<file path="src/rtl/seg_scan_decoder.sv">
// seg_scan_decoder
//   Receive-side decoder for a multiplexed 4-digit seven-segment bus.
//   Registers the segment/anode lines, accepts a digit only after it has
//   been stable for STABLE_CYC samples (rejects scan-transition ghosting),
//   collects the four slots into shadow registers and publishes them
//   together as one frame. Also flags illegal anode patterns (scan_err)
//   and a dead bus (scan_stall).
//   Optional feature: define SEG_DECODE_HEX_EN to decode the A-F glyphs;
//   without it those glyphs are reported as invalid (digit 0xF).
module seg_scan_decoder #(
   parameter int STABLE_CYC  = 4,       // >= 2
   parameter int CNT_W       = 8,
   parameter int TIMEOUT_CYC = 200000,
   parameter int TO_W        = 18
) (
   input  logic        clk,
   input  logic        rst,             // asynchronous, active-low
   input  logic [7:0]  seven_segment,   // [6:0]={g..a}, [7]=dp, active-low
   input  logic [3:0]  anode,           // active-low slot select
   output logic [15:0] digits,
   output logic [3:0]  dp,
   output logic [3:0]  blank,
   output logic [3:0]  invalid,
   output logic        frame_valid,
   output logic        frame_changed,
   output logic        scan_err,
   output logic        scan_stall
);

   localparam logic [0:0] ST_COLLECT = 1'b0;
   localparam logic [0:0] ST_PUBLISH = 1'b1;

   typedef struct packed {
      logic [3:0] digit;
      logic       dp;
      logic       blank;
      logic       invalid;
   } slot_t;

   // Segment pattern (active-low) to digit/flags.
   function automatic slot_t decode(input logic [7:0] seg);
      slot_t s;
      s.digit   = 4'h0;
      s.dp      = ~seg[7];
      s.blank   = 1'b0;
      s.invalid = 1'b0;
      case (seg[6:0])
         7'h40: s.digit = 4'h0;
         7'h79: s.digit = 4'h1;
         7'h24: s.digit = 4'h2;
         7'h30: s.digit = 4'h3;
         7'h19: s.digit = 4'h4;
         7'h12: s.digit = 4'h5;
         7'h02: s.digit = 4'h6;
         7'h78: s.digit = 4'h7;
         7'h00: s.digit = 4'h8;
         7'h10: s.digit = 4'h9;
         7'h7F: s.blank = 1'b1;
`ifdef SEG_DECODE_HEX_EN
         7'h08: s.digit = 4'hA;
         7'h03: s.digit = 4'hB;
         7'h46: s.digit = 4'hC;
         7'h21: s.digit = 4'hD;
         7'h06: s.digit = 4'hE;
         7'h0E: s.digit = 4'hF;
`endif
         default: begin
            s.digit   = 4'hF;
            s.invalid = 1'b1;
         end
      endcase
      return s;
   endfunction

   logic [7:0]       seg_q, seg_p;
   logic [3:0]       an_q, an_p;
   logic [CNT_W-1:0] stab_cnt;
   logic [TO_W-1:0]  to_cnt;
   logic [0:0]       state;
   logic [3:0]       mask;
   slot_t            shadow [4];
   logic             pend_valid;
   logic [1:0]       pend_slot;
   slot_t            pend_data;

   logic       an_multi, an_onehot, same, accept;
   logic [3:0] an_sel;
   logic [1:0] acc_slot;
   slot_t      acc_data;
   logic       apply_pend, apply_acc, go_publish;
   logic [3:0] mask_nxt;
   logic [15:0] pub_digits;
   logic [3:0]  pub_dp, pub_blank, pub_invalid;

   // Decode the registered sample and decide whether this cycle accepts a digit.
   always_comb begin
      // NOTE: every always_comb output gets a default first so no path leaves it unassigned (no latch).
      acc_slot  = 2'd0;
      an_sel    = ~an_q;
      an_multi  = |(an_sel & (an_sel - 4'd1));
      an_onehot = (an_sel != 4'd0) && !an_multi;
      same      = (seg_q == seg_p) && (an_q == an_p);
      accept    = same && (stab_cnt == CNT_W'(STABLE_CYC - 1)) && an_onehot;
      case (an_sel)
         4'b0010: acc_slot = 2'd1;
         4'b0100: acc_slot = 2'd2;
         4'b1000: acc_slot = 2'd3;
         default: acc_slot = 2'd0;
      endcase
      acc_data = decode(seg_q);
   end

   // Work out mask growth and whether the frame is complete.
   always_comb begin
      apply_pend = (state == ST_COLLECT) && pend_valid;
      apply_acc  = (state == ST_COLLECT) && accept;
      mask_nxt   = mask;
      if (apply_pend) mask_nxt[pend_slot] = 1'b1;
      if (apply_acc)  mask_nxt[acc_slot]  = 1'b1;
      go_publish = (apply_pend || apply_acc) && (mask_nxt == 4'hF);
      for (int k = 0; k < 4; k++) begin
         pub_digits[4*k +: 4] = shadow[k].digit;
         pub_dp[k]            = shadow[k].dp;
         pub_blank[k]         = shadow[k].blank;
         pub_invalid[k]       = shadow[k].invalid;
      end
   end

   // Input registers, stability counter, scan error and timeout counter.
   always_ff @(posedge clk or negedge rst) begin
      if (!rst) begin
         // Idle values so the bus looks quiet (not a multi-select) straight out of reset.
         seg_q    <= 8'hFF;
         seg_p    <= 8'hFF;
         an_q     <= 4'hF;
         an_p     <= 4'hF;
         stab_cnt <= '0;
         to_cnt   <= '0;
         scan_err <= 1'b0;
      end else begin
         // NOTE: state is updated with non-blocking assignments so every register sees pre-edge values.
         seg_q <= seven_segment;
         an_q  <= anode;
         seg_p <= seg_q;
         an_p  <= an_q;
         if (!same)
            stab_cnt <= CNT_W'(1);
         else if (stab_cnt != CNT_W'(STABLE_CYC))
            stab_cnt <= stab_cnt + CNT_W'(1);
         if (an_multi)
            scan_err <= 1'b1;
         if (accept)
            to_cnt <= '0;
         else if (to_cnt != TO_W'(TIMEOUT_CYC))
            to_cnt <= to_cnt + TO_W'(1);
      end
   end

   assign scan_stall = (to_cnt == TO_W'(TIMEOUT_CYC));

   // Frame FSM: collect accepted slots into shadows, publish when all four are in.
   always_ff @(posedge clk or negedge rst) begin
      if (!rst) begin
         state         <= ST_COLLECT;
         mask          <= 4'h0;
         pend_valid    <= 1'b0;
         pend_slot     <= 2'd0;
         pend_data     <= '0;
         // NOTE: the shadow array is small and is reset explicitly so a discarded partial frame can never leak out.
         for (int k = 0; k < 4; k++) shadow[k] <= '0;
         digits        <= 16'h0;
         dp            <= 4'h0;
         blank         <= 4'h0;
         invalid       <= 4'h0;
         frame_valid   <= 1'b0;
         frame_changed <= 1'b0;
      end else begin
         frame_valid   <= 1'b0;
         frame_changed <= 1'b0;
         if (state == ST_PUBLISH) begin
            digits        <= pub_digits;
            dp            <= pub_dp;
            blank         <= pub_blank;
            invalid       <= pub_invalid;
            frame_valid   <= 1'b1;
            frame_changed <= {pub_digits, pub_dp, pub_blank, pub_invalid} !=
                             {digits, dp, blank, invalid};
            mask          <= 4'h0;
            state         <= ST_COLLECT;
            // An accept arriving while publishing is parked for the next cycle.
            if (accept) begin
               pend_valid <= 1'b1;
               pend_slot  <= acc_slot;
               pend_data  <= acc_data;
            end
         end else begin
            if (apply_pend) begin
               shadow[pend_slot] <= pend_data;
               pend_valid        <= 1'b0;
            end
            // A fresh accept is applied after the parked one: latest wins.
            if (apply_acc)
               shadow[acc_slot] <= acc_data;
            mask <= mask_nxt;
            if (go_publish)
               state <= ST_PUBLISH;
         end
      end
   end

endmodule

</file>
<file path="config.mk">
export PLATFORM = sky130hd
export DESIGN_NAME = seg_scan_decoder
export DESIGN_NICKNAME = d
export VERILOG_FILES = /design/src/rtl/seg_scan_decoder.sv
export SDC_FILE = /design/constraint.sdc
export NUM_CORES = 1
export LEC_CHECK = 0
export CORE_ASPECT_RATIO = 1.2
export CORE_MARGIN = 8
export CORE_UTILIZATION = 40
export DETAILED_ROUTE_END_ITERATION = 10
export PLACE_DENSITY = 0.66
export SLEW_MARGIN = 25
export SYNTH_ARGS = -nofsm -noshare
export SYNTH_HDL_FRONTEND = slang
export SYNTH_SLANG_ARGS = --single-unit
</file>
<file path="constraint.sdc">
create_clock -name clk -period 2.7 [get_ports clk]
set_clock_uncertainty 0.05 [all_clocks]
set_input_delay 0.27 -clock clk [delete_from_list [all_inputs] [get_ports clk]]
set_output_delay 0.27 -clock clk [all_outputs]
set_load 0.1 [all_outputs]
</file>
Word level (Yosys, flattened, before mapping)
Cells that the tools add are included.
{ "word_totals": {"register_bits": 124, "in_bits": 14, "out_inout_bits": 32, "elab_cells": 132} }
{ "classes": {"n_addsub": 3, "n_lt_le_gt_ge": 8, "n_eq_ne": 23, "n_mux": 31, "bitwise": 8, "n_reduce_logical": 22} }
{ "op_table": {"columns": ["op", "count"], "rows": [
  ["28-bit 2-to-1 mux", 3],
  ["28-bit bitwise mux", 2],
  ["4-bit case mux with 10 select lines", 1],
  ["18-bit 2-to-1 mux", 2],
  ["7-bit demux with 2-bit select", 2],
  ["7-bit equality test, second input constant", 4],
  ["28-bit != test", 1],
  ["7-bit by 5-bit equality test with 1-bit output, second input constant", 3],
  ["18-bit by 1-bit adder with 18-bit output, second input constant", 1],
  ["18-bit equality test, second input constant", 1],
  ["18-bit != test, second input constant", 1],
  ["8-bit 2-to-1 mux", 2],
  ["7-bit by 6-bit equality test with 1-bit output, second input constant", 2],
  ["7-bit 2-to-1 mux", 2],
  ["4-bit 2-to-1 mux", 3],
  ["1-bit logical AND", 11],
  ["1-bit 2-to-1 mux", 11],
  ["11-bit OR reduction", 1],
  ["8-bit by 1-bit adder with 8-bit output, second input constant", 1],
  ["4-bit equality test, second input constant", 2],
  ["8-bit by 2-bit equality test with 1-bit output, second input constant", 1],
  ["8-bit equality test", 1],
  ["8-bit by 3-bit != test with 1-bit output, second input constant", 1],
  ["4-bit bitwise OR", 2],
  ["other kinds (24)", 34]
]} }

Depth between registers and ports, before layout
Gate-level depths: netlist (run 1).
{ "logic_depth": {"depth_word": 13, "depth_mapped": 9, "ltp_nobuf": 7} }

Worst setup path before layout (run 1)
OpenSTA, ideal clock, no wires.
{ "synth_timing": {"path_type": "register -> register", "start": "register to_cnt[13]", "end": "register to_cnt[1]", "t_arrival_ns": 3.117, "required_ns": 2.529, "setup_slack_ns": -0.588, "stages_incl_launch_ff": 5, "n_path_buf": 0, "synth_period_minus_slack_ns": 3.288, "cell_sequence": "dfrtp_1 or4_1 nor4_2 mux2i_1 nor2_1"} }
{ "synth_between": {"elab_chain_len": 2} }
{ "synth_lines": {"columns": ["element", "line_no", "rtl"], "rows": [
  ["from (decl)", "78", "logic [TO_W-1:0] to_cnt;"],
  ["from (signal assigned)", "155", "to_cnt <= to_cnt + TO_W'(1);"],
  ["18-bit != test", "154", "else if (to_cnt != TO_W'(TIMEOUT_CYC))"],
  ["2-bit nonzero test (no line)", null, null]
]} }
No other way between the ends.
A chain may end at the register's enable or synchronous reset.

Worst setup path in the final report (run 1)
{ "layout_timing": {"start": "register to_cnt[10]", "end": "output scan_stall"} }
{ "layout_between": {"elab_chain_len": 1} }
{ "layout_lines": {"columns": ["element", "line_no", "rtl"], "rows": [
  ["18-bit equality test", "159", "assign scan_stall = (to_cnt == TO_W'(TIMEOUT_CYC));"],
  ["to (decl)", "27", "output logic scan_stall"]
]} }
No other way between the ends.

==> results of run 1 <==
-- worst max-delay path, stage by stage (launching register included) --
cell	delay [ns]
dfrtp_1	0.41
nand2_1	0.09
or4_1	0.52
nor4_4	0.35
buf_12	0.23
-- cell usage after synthesis (all sizes together), types with 4 or more instances --
| library cell | instances |
|---|---|
| o21ai | 8 |
| a211oi | 19 |
| and2 | 5 |
| ha | 4 |
| dfstp | 24 |
| or3 | 4 |
| inv | 12 |
| and3 | 6 |
| nor4 | 10 |
| clkbuf | 7 |
| dfrtp | 100 |
| xnor2 | 32 |
| nor3 | 17 |
| mux2 | 32 |
| mux2i | 15 |
| nor2 | 47 |
| nor2b | 18 |
| a21oi | 26 |
| xor2 | 33 |
| nand4 | 12 |
| nand2 | 27 |
| nand3 | 16 |
| buf | 21 |
-- report_power, final --
part	internal (W)	total (W)	switching [W]
combinational	0.0000508	0.000120	0.0000692
sequential	0.00189	0.00192	0.0000299
clock	0.00164	0.00245	0.000809
-- stage by stage --
step / utilization (%) / total power [W] / setup WS [ns] / instance area [um^2] / hold WS (ns)
after floorplan: - / 0.00200 / 0.149 / 6010 / -0.0756
after global placement: 44.3 / 0.00207 / 0.392 / 6580 / 0.222
after detailed placement: 44.3 / 0.00208 / 0.368 / 6580 / 0.233
after CTS: 48.7 / 0.00455 / 0.307 / 7230 / 0.186
after global routing: 48.7 / 0.00464 / 0.177 / 7230 / 0.195
final: 48.7 / 0.00449 / 0.353 / 7230 / 0.205
-- registers in the layout, summed over array words and instances (netlist names), 2 cells and up --
name	count
an_p	4
an_q	4
blank	4
digits	16
dp	4
invalid	4
mask	4
pend_data	7
pend_slot	2
pub_blank	4
pub_digits	16
pub_dp	4
pub_invalid	4
seg_p	8
seg_q	8
stab_cnt	8
to_cnt	18
-- timing repair --
| item | CTS | global route |
|---|---|---|
| endpoints found under the hold margin | 26 | 0 |
| setup endpoints to repair | 0 | 0 |
| hold buffers | 1 | 0 |
-- how the worst max path moves through the flow --
| stage | from | to | cells past startpoint |
|---|---|---|---|
| 2_1_floorplan | to_cnt[13] | to_cnt[1] | 4 |
| 6_report | to_cnt[10] | scan_stall | 4 |
| 5_1_grt | to_cnt[12] | scan_stall | 4 |
| 3_3_place_gp | an_q[1] | pend_slot[1] | 6 |
| 4_1_cts | to_cnt[12] | scan_stall | 4 |
| 3_5_place_dp | seg_q[1] | pend_slot[1] | 6 |
-- cell families after synthesis --
logic type | count (synthesis) | share of synthesized area [%]
XOR/XNOR | 65 | 9.61
buffers and inverters | 40 | 3.77
AO/OA/AOI/OAI | 70 | 8.07
AND/OR/NAND/NOR | 180 | 17.0
multiplexers | 47 | 8.51
adder cells (fa/ha/maj) | 4 | 0.834
flip-flops | 124 | 52.2
-- placed cells by master (no fill, tap or decap), types with 10 or more instances in the layout --
cell / count
inv_1: 12
a211oi_1: 17
clkbuf_16: 17
nor2b_1: 18
dfrtp_1: 100
buf_4: 43
a21oi_1: 24
mux2_2: 32
nor2_1: 46
xor2_1: 33
clkdlybuf4s50_1: 12
nand4_1: 12
nand3_1: 16
mux2i_1: 15
xnor2_1: 31
nand2_1: 24
dfstp_2: 24
nor3_1: 10
-- metal layers --
metal / vias up / routed length (um) / track usage, %
li1: 1957 / - / -
met4: 0 / 290 / 7.15
met5: - / 0 / 0
met2: 75 / 6080 / 23.2
met1: 2007 / 5590 / 17.4
met3: 24 / 565 / 3.44
-- cell type report --
type / count / area (um^2)
fill: 1365 / 7600
sequential: 124 / 3130
multi-input combinational: 366 / 2660
timing repair buffer: 58 / 493
clock buffer: 22 / 484
tap: 204 / 255
clock inverter: 10 / 161
inverter: 12 / 45.0
==> results.cfg, run 1 <==
[run_status]
status = finished, final reports clean

[sta]
fin_crit_sh_pct = 86.9
setup_tns_ns = 0
max_slew_margin_pct = 60.4
hold_viol_final = 0
report.final.setup_viol = 0
worst_pin_slew_ns = 0.589
finalCriticalPeriod_ns = 2.35
rsz0062_at_grt = false
clock.fmax_mhz = 426
maxSlewViolCount = 0

[synthesis]
avgSynthCellArea_um2 = 11.3
synthDistinctLibCells = 62
synthTopCellsByArea = dfrtp_1 (42%), dfstp_2 (11%), mux2_2 (6.0%)
netlist.area_leader.share_pct = 41.7
ys_seq_area_share_pct = 52.2
synth_area_mm2 = 0.00600
synthFlopType = dfrtp_1
synth-seq-cells = 124
synth_edf_count = 0
yosys.area.top_type = dfrtp_1
syn-num-nets = 548
yosys_warnings = 0
synthCells = 530
synthArstFlopShare_pct = 100

[route]
dr.pass1.iters = 5
ant_nets = 0
routedWlPerCell_um = 15.7
vias_per_cell = 5.10
drc_errors = 0
drt_iter0_drc = 222
vias = 4063
wl_mm = 12.5

[floorplanning]
initial_core_util_pct = 40.4
die-area_mm2 = 0.0192
die_w_um = 128
die_h_um = 150
coreArea_mm2 = 0.0148
fp-row-count = 49
pin_count = 46

[setup_path]
cp.arrival_ns = 2.03
crit_path_end_kind = output pin
reg2reg_from = seg_q[1]
critPathLaunchType = flop
reg2regPathDepth = 6
crit_type = reg -> out
crit-reg2reg-capture = pend_slot[1]
rrSetupSlack_ns = 0.37
crit_path_max_fanout = 4
cp.required_ns = 2.38

[flow_run]
cap_violations = 0

[clock_tree]
post_cts_buffers = 0
cts_tree = yes
clockRootBuffer = clkbuf_16
htreeDepth = 4
cts.sinks = 124
cts_buffer_depth = 2
clk_latency_ns = 0.42
clk_pin_slew_ns = 0.06
cts_resized = 0
numCtsBuffers = 17

[placed_design]
hpwl_mm = 8.77
port_buffers = 45
place_congestion = 0.800
place_inst = 763

[min_path]
worstHoldStart = seven_segment[4]
hold_path.class = in -> reg
whs_path_depth = 1
hold_end = seg_q[4]

[global_routing]
grt_pass1_vias = 4227
track_usage_pct = 14.3
antenna_found_initial = 0
grt_max_degree = 53
grt_remaining_overflow = 0
grt_first_pass_wirelength_mm = 21.6

[power_and_ir_drop]
ir_drop_mv = 0.504
power.density_mw_per_mm2 = 621
p_leak_nw = 3.38

[cells_and_area]
instances_no_fill = 796
fin_nets = 597
n_antenna_cell = 0
syn2layout_area_growth_pct = 20.5
drive_gt1_share_pct = 26.7
(Power assumes the default switching activity.)
==> run 2: changes to the inputs <==
--- a/config.mk
+++ b/config.mk
@@ -5,6 +5,7 @@
 export SDC_FILE = /design/constraint.sdc
 export NUM_CORES = 1
 export LEC_CHECK = 0
+export ABC_AREA = 1
 export CORE_ASPECT_RATIO = 1.2
 export CORE_MARGIN = 8
 export CORE_UTILIZATION = 40
==> run 2 against run 1 <==
Wire length is 5.7% higher. Synthesized area is 1.3% higher. Count of clock-buffer cells in the layout is 1 lower. Fmax is 2.6% higher. Design area is 0.64% higher. Final cell count is 27% higher. Critical path type unchanged. Critical endpoint unchanged. Largest cell class unchanged. Highest routed layer unchanged.
==> results.cfg, run 2 <==
[setup_path]
max_stage_delay_ns = 0.42
cp.required_ns = 2.38
crit_buf_inv = 2
rrSetupSlack_ns = 0.54
cp.arrival_ns = 1.97
cp_slowest_cell = dfrtp_1
crit_family = simple AND/OR/NAND/NOR gates
crit_path_end_kind = output pin
crit_type = reg -> out
crit_chain = inv_1 -> ha_1 -> nand3_1 -> nor4b_4 -> buf_4
critPathLaunchType = flop
crit_path_max_fanout = 4

[run_status]
status = finished, final reports clean

[sta]
hold_slack_ns = 0.199
hold_viol_final = 0
report.final.setup_viol = 0
clock.fmax_mhz = 437
worst_pin_slew_ns = 0.626
max_slew_margin_pct = 58.2
setup_tns_ns = 0
fin_crit_sh_pct = 84.7
finalCriticalPeriod_ns = 2.29
maxSlewViolCount = 0
rsz0062_at_grt = false

[floorplanning]
pin_count = 46
die_h_um = 151
coreArea_mm2 = 0.0150
initial_core_util_pct = 40.6
die-area_mm2 = 0.0194
fp-row-count = 49
die_w_um = 129

[clock_tree]
cts_buffer_depth = 2
clockRootBuffer = clkbuf_16
clk_latency_ns = 0.43
clk_pin_slew_ns = 0.05
cts_tree = yes
numCtsBuffers = 17
htreeDepth = 4
cts.sinks = 124

[cells_and_area]
top_register = to_cnt
fin_nets = 813
layout_common_cells = nand2_1 (181), dfrtp_1 (100), nor2_1 (93), inv_1 (74), a21oi_1 (56)
instances_no_fill = 1012
drive_gt1_share_pct = 16.7
largest_register_ff_count = 18
final_common_cell = nand2_1
syn2layout_area_growth_pct = 19.8
n_antenna_cell = 0

[synthesis]
synth_common_cells = nand2_1 (181), dfrtp_1 (100), nor2_1 (93), inv_1 (74), a21oi_1 (56)
synth_edf_count = 0
synthTopCellsByArea = dfrtp_1 (41%), nand2_1 (11%), dfstp_2 (10%)
syn-num-nets = 754
synth.most_common_cell = nand2_1
synthDistinctLibCells = 36
synth-seq-cells = 124
synthFlopType = dfrtp_1
ys_seq_area_share_pct = 51.6
yosys_warnings = 0
synthArstFlopShare_pct = 100
avgSynthCellArea_um2 = 8.26
synthCells = 736
netlist.area_leader.share_pct = 41.2
yosys.area.top_type = dfrtp_1
synth_area_mm2 = 0.00608

[min_path]
hold_path.class = in -> reg

[route]
vias = 4809
ant_nets = 0
vias_per_cell = 4.75
routedWlPerCell_um = 13.1
drc_errors = 0
wl_mm = 13.2
dr.pass1.iters = 4
drt_iter0_drc = 232

[global_routing]
grt_pass1_vias = 4575
grt_max_degree = 50
grt_first_pass_wirelength_mm = 22.1
track_usage_pct = 14.5
grt_remaining_overflow = 0
antenna_found_initial = 0

[placed_design]
port_buffers = 45
hpwl_mm = 9.40
place_congestion = 0.835
place_inst = 979

[flow_run]
cap_violations = 0

[power_and_ir_drop]
power.density_mw_per_mm2 = 571
ir_drop_mv = 0.310
p_leak_nw = 3.62
-- run 2: cell types whose count changed after synthesis, moves of 11 or more --
| cell | previous run | this run |
|---|---|---|
| nor2_1 | 46 | 93 |
| a21oi_1 | 24 | 56 |
| o21ai_0 | 2 | 31 |
| nor2b_1 | 18 | 0 |
| inv_1 | 12 | 74 |
| xnor2_1 | 31 | 13 |
| nand2_1 | 24 | 181 |
| nand3_1 | 16 | 27 |
| xor2_1 | 33 | 17 |
| mux2_2 | 32 | 0 |
| a211oi_1 | 17 | 1 |
-- run 2: area by class of cell --
type / count / area, um^2
Timing Repair Buffer: 55 / 458
Fill cell: 1479 / 7680
Sequential cell: 124 / 3130
Clock inverter: 11 / 96.3
Clock buffer: 21 / 450
Inverter: 84 / 317
Tap cell: 204 / 255
Multi-Input combinational cell: 513 / 2570
-- run 2: metal layers --
metal | track usage (%) | share of wire (%) | up-vias | routed length [um]
li1 | - | - | 2477 | -
met1 | 18.1 | 47 | 2216 | 6210
met2 | 23.2 | 47 | 107 | 6190
met3 | 3.06 | 5.1 | 9 | 679
met4 | 7.53 | 1.2 | 0 | 157
met5 | 0 | 0 | - | 0
-- run 2: kinds of logic after synthesis --
family | Yosys count | share of synthesized area (%)
adders and majority gates | 4 | 0.824
AOI/OAI and AO/OA | 114 | 10.3
DFF | 124 | 51.6
buffers and inverters | 99 | 6.42
and+or+nand+nor | 359 | 25.6
xor gates and xnor gates | 30 | 4.32
muxes | 6 | 0.988
-- run 2: final timing paths --
path	end	from	cells past startpoint
worst min-delay path	seg_q[4]	seven_segment[4]	1
min in group asynchronous	to_cnt[4]	rst	2
worst min register to register	seg_p[7]	seg_q[7]	0
worst max-delay path	scan_stall	to_cnt[0]	5
max in group asynchronous	seg_q[7]	rst	3
worst max register to register	pub_digits[6]	seg_q[7]	8
-- run 2: through the flow --
step	power, W	worst slack, ns	instance area [um^2]	util, %
finish	0.00415	0.412	7280	48.7
global route	0.00429	0.305	7280	48.7
CTS	0.00419	0.383	7280	48.7
detailed placement	0.00208	0.542	6720	44.9
global placement	0.00208	0.527	6720	44.9
floorplan	0.00200	0.437	6090	-
-- run 2: where the power goes --
part / switching (W) / internal (W) / leakage, nW
Sequential: 0.0000214 / 0.00189 / 1.63
Clock: 0.000823 / 0.00128 / 0.256
Combinational: 0.0000871 / 0.0000487 / 1.73
-- run 2: timing repair --
| action | 4_1_cts | 5_1_grt |
|---|---|---|
| gates resized for setup | 0 | 0 |
| setup buffers | 0 | 0 |
| hold endpoints to repair | 25 | 0 |
| hold buffers | 1 | 0 |
==> run 3: changes to the inputs <==
==> constraint.sdc (replaced) <==
create_clock -name clk -period 2.4 [get_ports clk]
set_clock_uncertainty 0.05 [all_clocks]
set_input_delay 0.24 -clock clk [delete_from_list [all_inputs] [get_ports clk]]
set_output_delay 0.24 -clock clk [all_outputs]
set_load 0.1 [all_outputs]
==> run 3 against run 2 <==
Core utilization rose by 0.67 points. Non-clock buffer count did not move. Register-to-register slack worse by 0.28 ns. First-iteration DRC count is 11% higher. Hold slack worse by 0.017 ns. Wire length up 1.3%. Combinational power grew 14%. Design area increased by 1.4%.
==> results.cfg, run 3 (same netlist as run 2, synthesis figures left out) <==
[run_status]
status = finished, final reports clean

[cells_and_area]
final_common_cell = nand2_1
nFillCells = 1468
layout_common_cells = nand2_1 (181), dfrtp_1 (100), nor2_1 (93), inv_1 (74), a21oi_1 (56)
register_area_mm2 = 0.00313
n_antenna_cell = 0
multiInputGateArea_mm2 = 0.00257
fin_nets = 813
drive_gt1_share_pct = 16.7
syn2layout_area_growth_pct = 21.4
top_register = to_cnt
largest_register_ff_count = 18
final_util_pct = 49.3

[clock_tree]
cts_buffer_depth = 2
holdBufCountCts = 1
cts.sinks = 124
post_cts_buffers = 0
cts_resized = 0
cts_tree = yes
clk_pin_slew_ns = 0.05
numCtsBuffers = 17
clk_latency_ns = 0.41
clockRootBuffer = clkbuf_16
htreeDepth = 4

[floorplanning]
initial_core_util_pct = 40.6
die_h_um = 151
fp-row-count = 49
pin_count = 46
coreArea_mm2 = 0.0150
die_w_um = 129
die-area_mm2 = 0.0194

[setup_path]
crit_path_max_fanout = 4
cp.arrival_ns = 1.89
reg2reg_from = seg_q[7]
critPathLaunchType = flop
crit_type = reg -> out
crit_path_end_kind = output pin
cp.required_ns = 2.11
crit_start = to_cnt[0]
reg2regPathDepth = 8

[route]
drt_iter0_drc = 257
wl_mm = 13.4
dr.pass1.iters = 4
routedWlPerCell_um = 13.3
vias_per_cell = 4.78
drc_errors = 0
vias = 4836
ant_nets = 0

[sta]
setup_tns_ns = 0
rsz0062_at_grt = false
finalCriticalPeriod_ns = 2.18
worst_pin_slew_ns = 0.672
hold_viol_final = 0
clock.fmax_mhz = 458
hold_slack_ns = 0.181
maxSlewViolCount = 0
fin_crit_sh_pct = 91.0
report.final.setup_viol = 0
max_slew_margin_pct = 55.2

[global_routing]
grt_first_pass_wirelength_mm = 23.1
grt_pass1_vias = 4729
antenna_found_initial = 0
grt_max_degree = 52
track_usage_pct = 15.0
grt_remaining_overflow = 0

[flow_run]
cap_violations = 0

[min_path]
whs_path_depth = 1
worstHoldStart = seven_segment[5]
hold_path.class = in -> reg

[power_and_ir_drop]
power_frac_comb_pct = 3.1
clkPwrFrac_pct = 53.7
ir_drop_mv = 0.529
power.density_mw_per_mm2 = 676
p_leak_nw = 3.67
pwr-share-seq_pct = 43.2
net-switching-power_w = 0.00101
internal-power_w = 0.00398
switching_share_pct = 20.3

[placed_design]
place_congestion = 0.854
port_buffers = 45
hpwl_mm = 9.53
[run 3: final cells by class]
cell class              instances  area share [%]
flip-flops and latches        124            42.5
multi-input cells             513            34.8
clock buffers                  25            6.99
repair buffers                 55            6.55
inverters                      84            4.29
well taps                     204            3.46
clock inverters                 6            1.44
[run 3: critical path: stages, from the launching register on]
cell     delay [ns]
dfrtp_1        0.41
inv_1          0.09
ha_1           0.16
nand3_1        0.15
nor4b_4        0.44
buf_12         0.23
[run 3: power by group through the flow]
stage	clock (W)	combinational [W]	sequential (W)
3_3_place_gp	0	0.000157	0.00219
2_1_floorplan	0	0.0000693	0.00218
6_report	0.00268	0.000155	0.00216
5_1_grt	0.00282	0.000179	0.00216
3_5_place_dp	0	0.000159	0.00219
4_1_cts	0.00273	0.000160	0.00216
[run 3: routing by layer]
layer | up-vias | share of wire [%] | track usage, %
li1 | 2472 | - | -
met1 | 2242 | 47 | 19.4
met2 | 94 | 46 | 23.4
met3 | 28 | 4.3 | 3.70
met4 | 0 | 2.6 | 6.83
met5 | - | 0 | 0
[run 3: worst paths after layout]
check                           endpoint  slack (ns)
min in group asynchronous      to_cnt[5]        0.37
min reg2reg                     seg_p[6]        0.34
max reg2reg                pub_digits[6]        0.26
min                             seg_q[5]        0.18
max in group asynchronous      digits[3]        1.28
max                           scan_stall        0.22
[run 3: metrics by stage]
step | instance area, um^2 | power (W) | setup slack, ns | std cells
floorplan | 6090 | 0.00225 | 0.137 | 736
global placement | 6750 | 0.00235 | 0.239 | 979
detailed placement | 6750 | 0.00235 | 0.260 | 979
CTS | 7380 | 0.00505 | 0.183 | 1011
global route | 7380 | 0.00516 | 0.0408 | 1011
finish | 7380 | 0.00499 | 0.217 | 1011
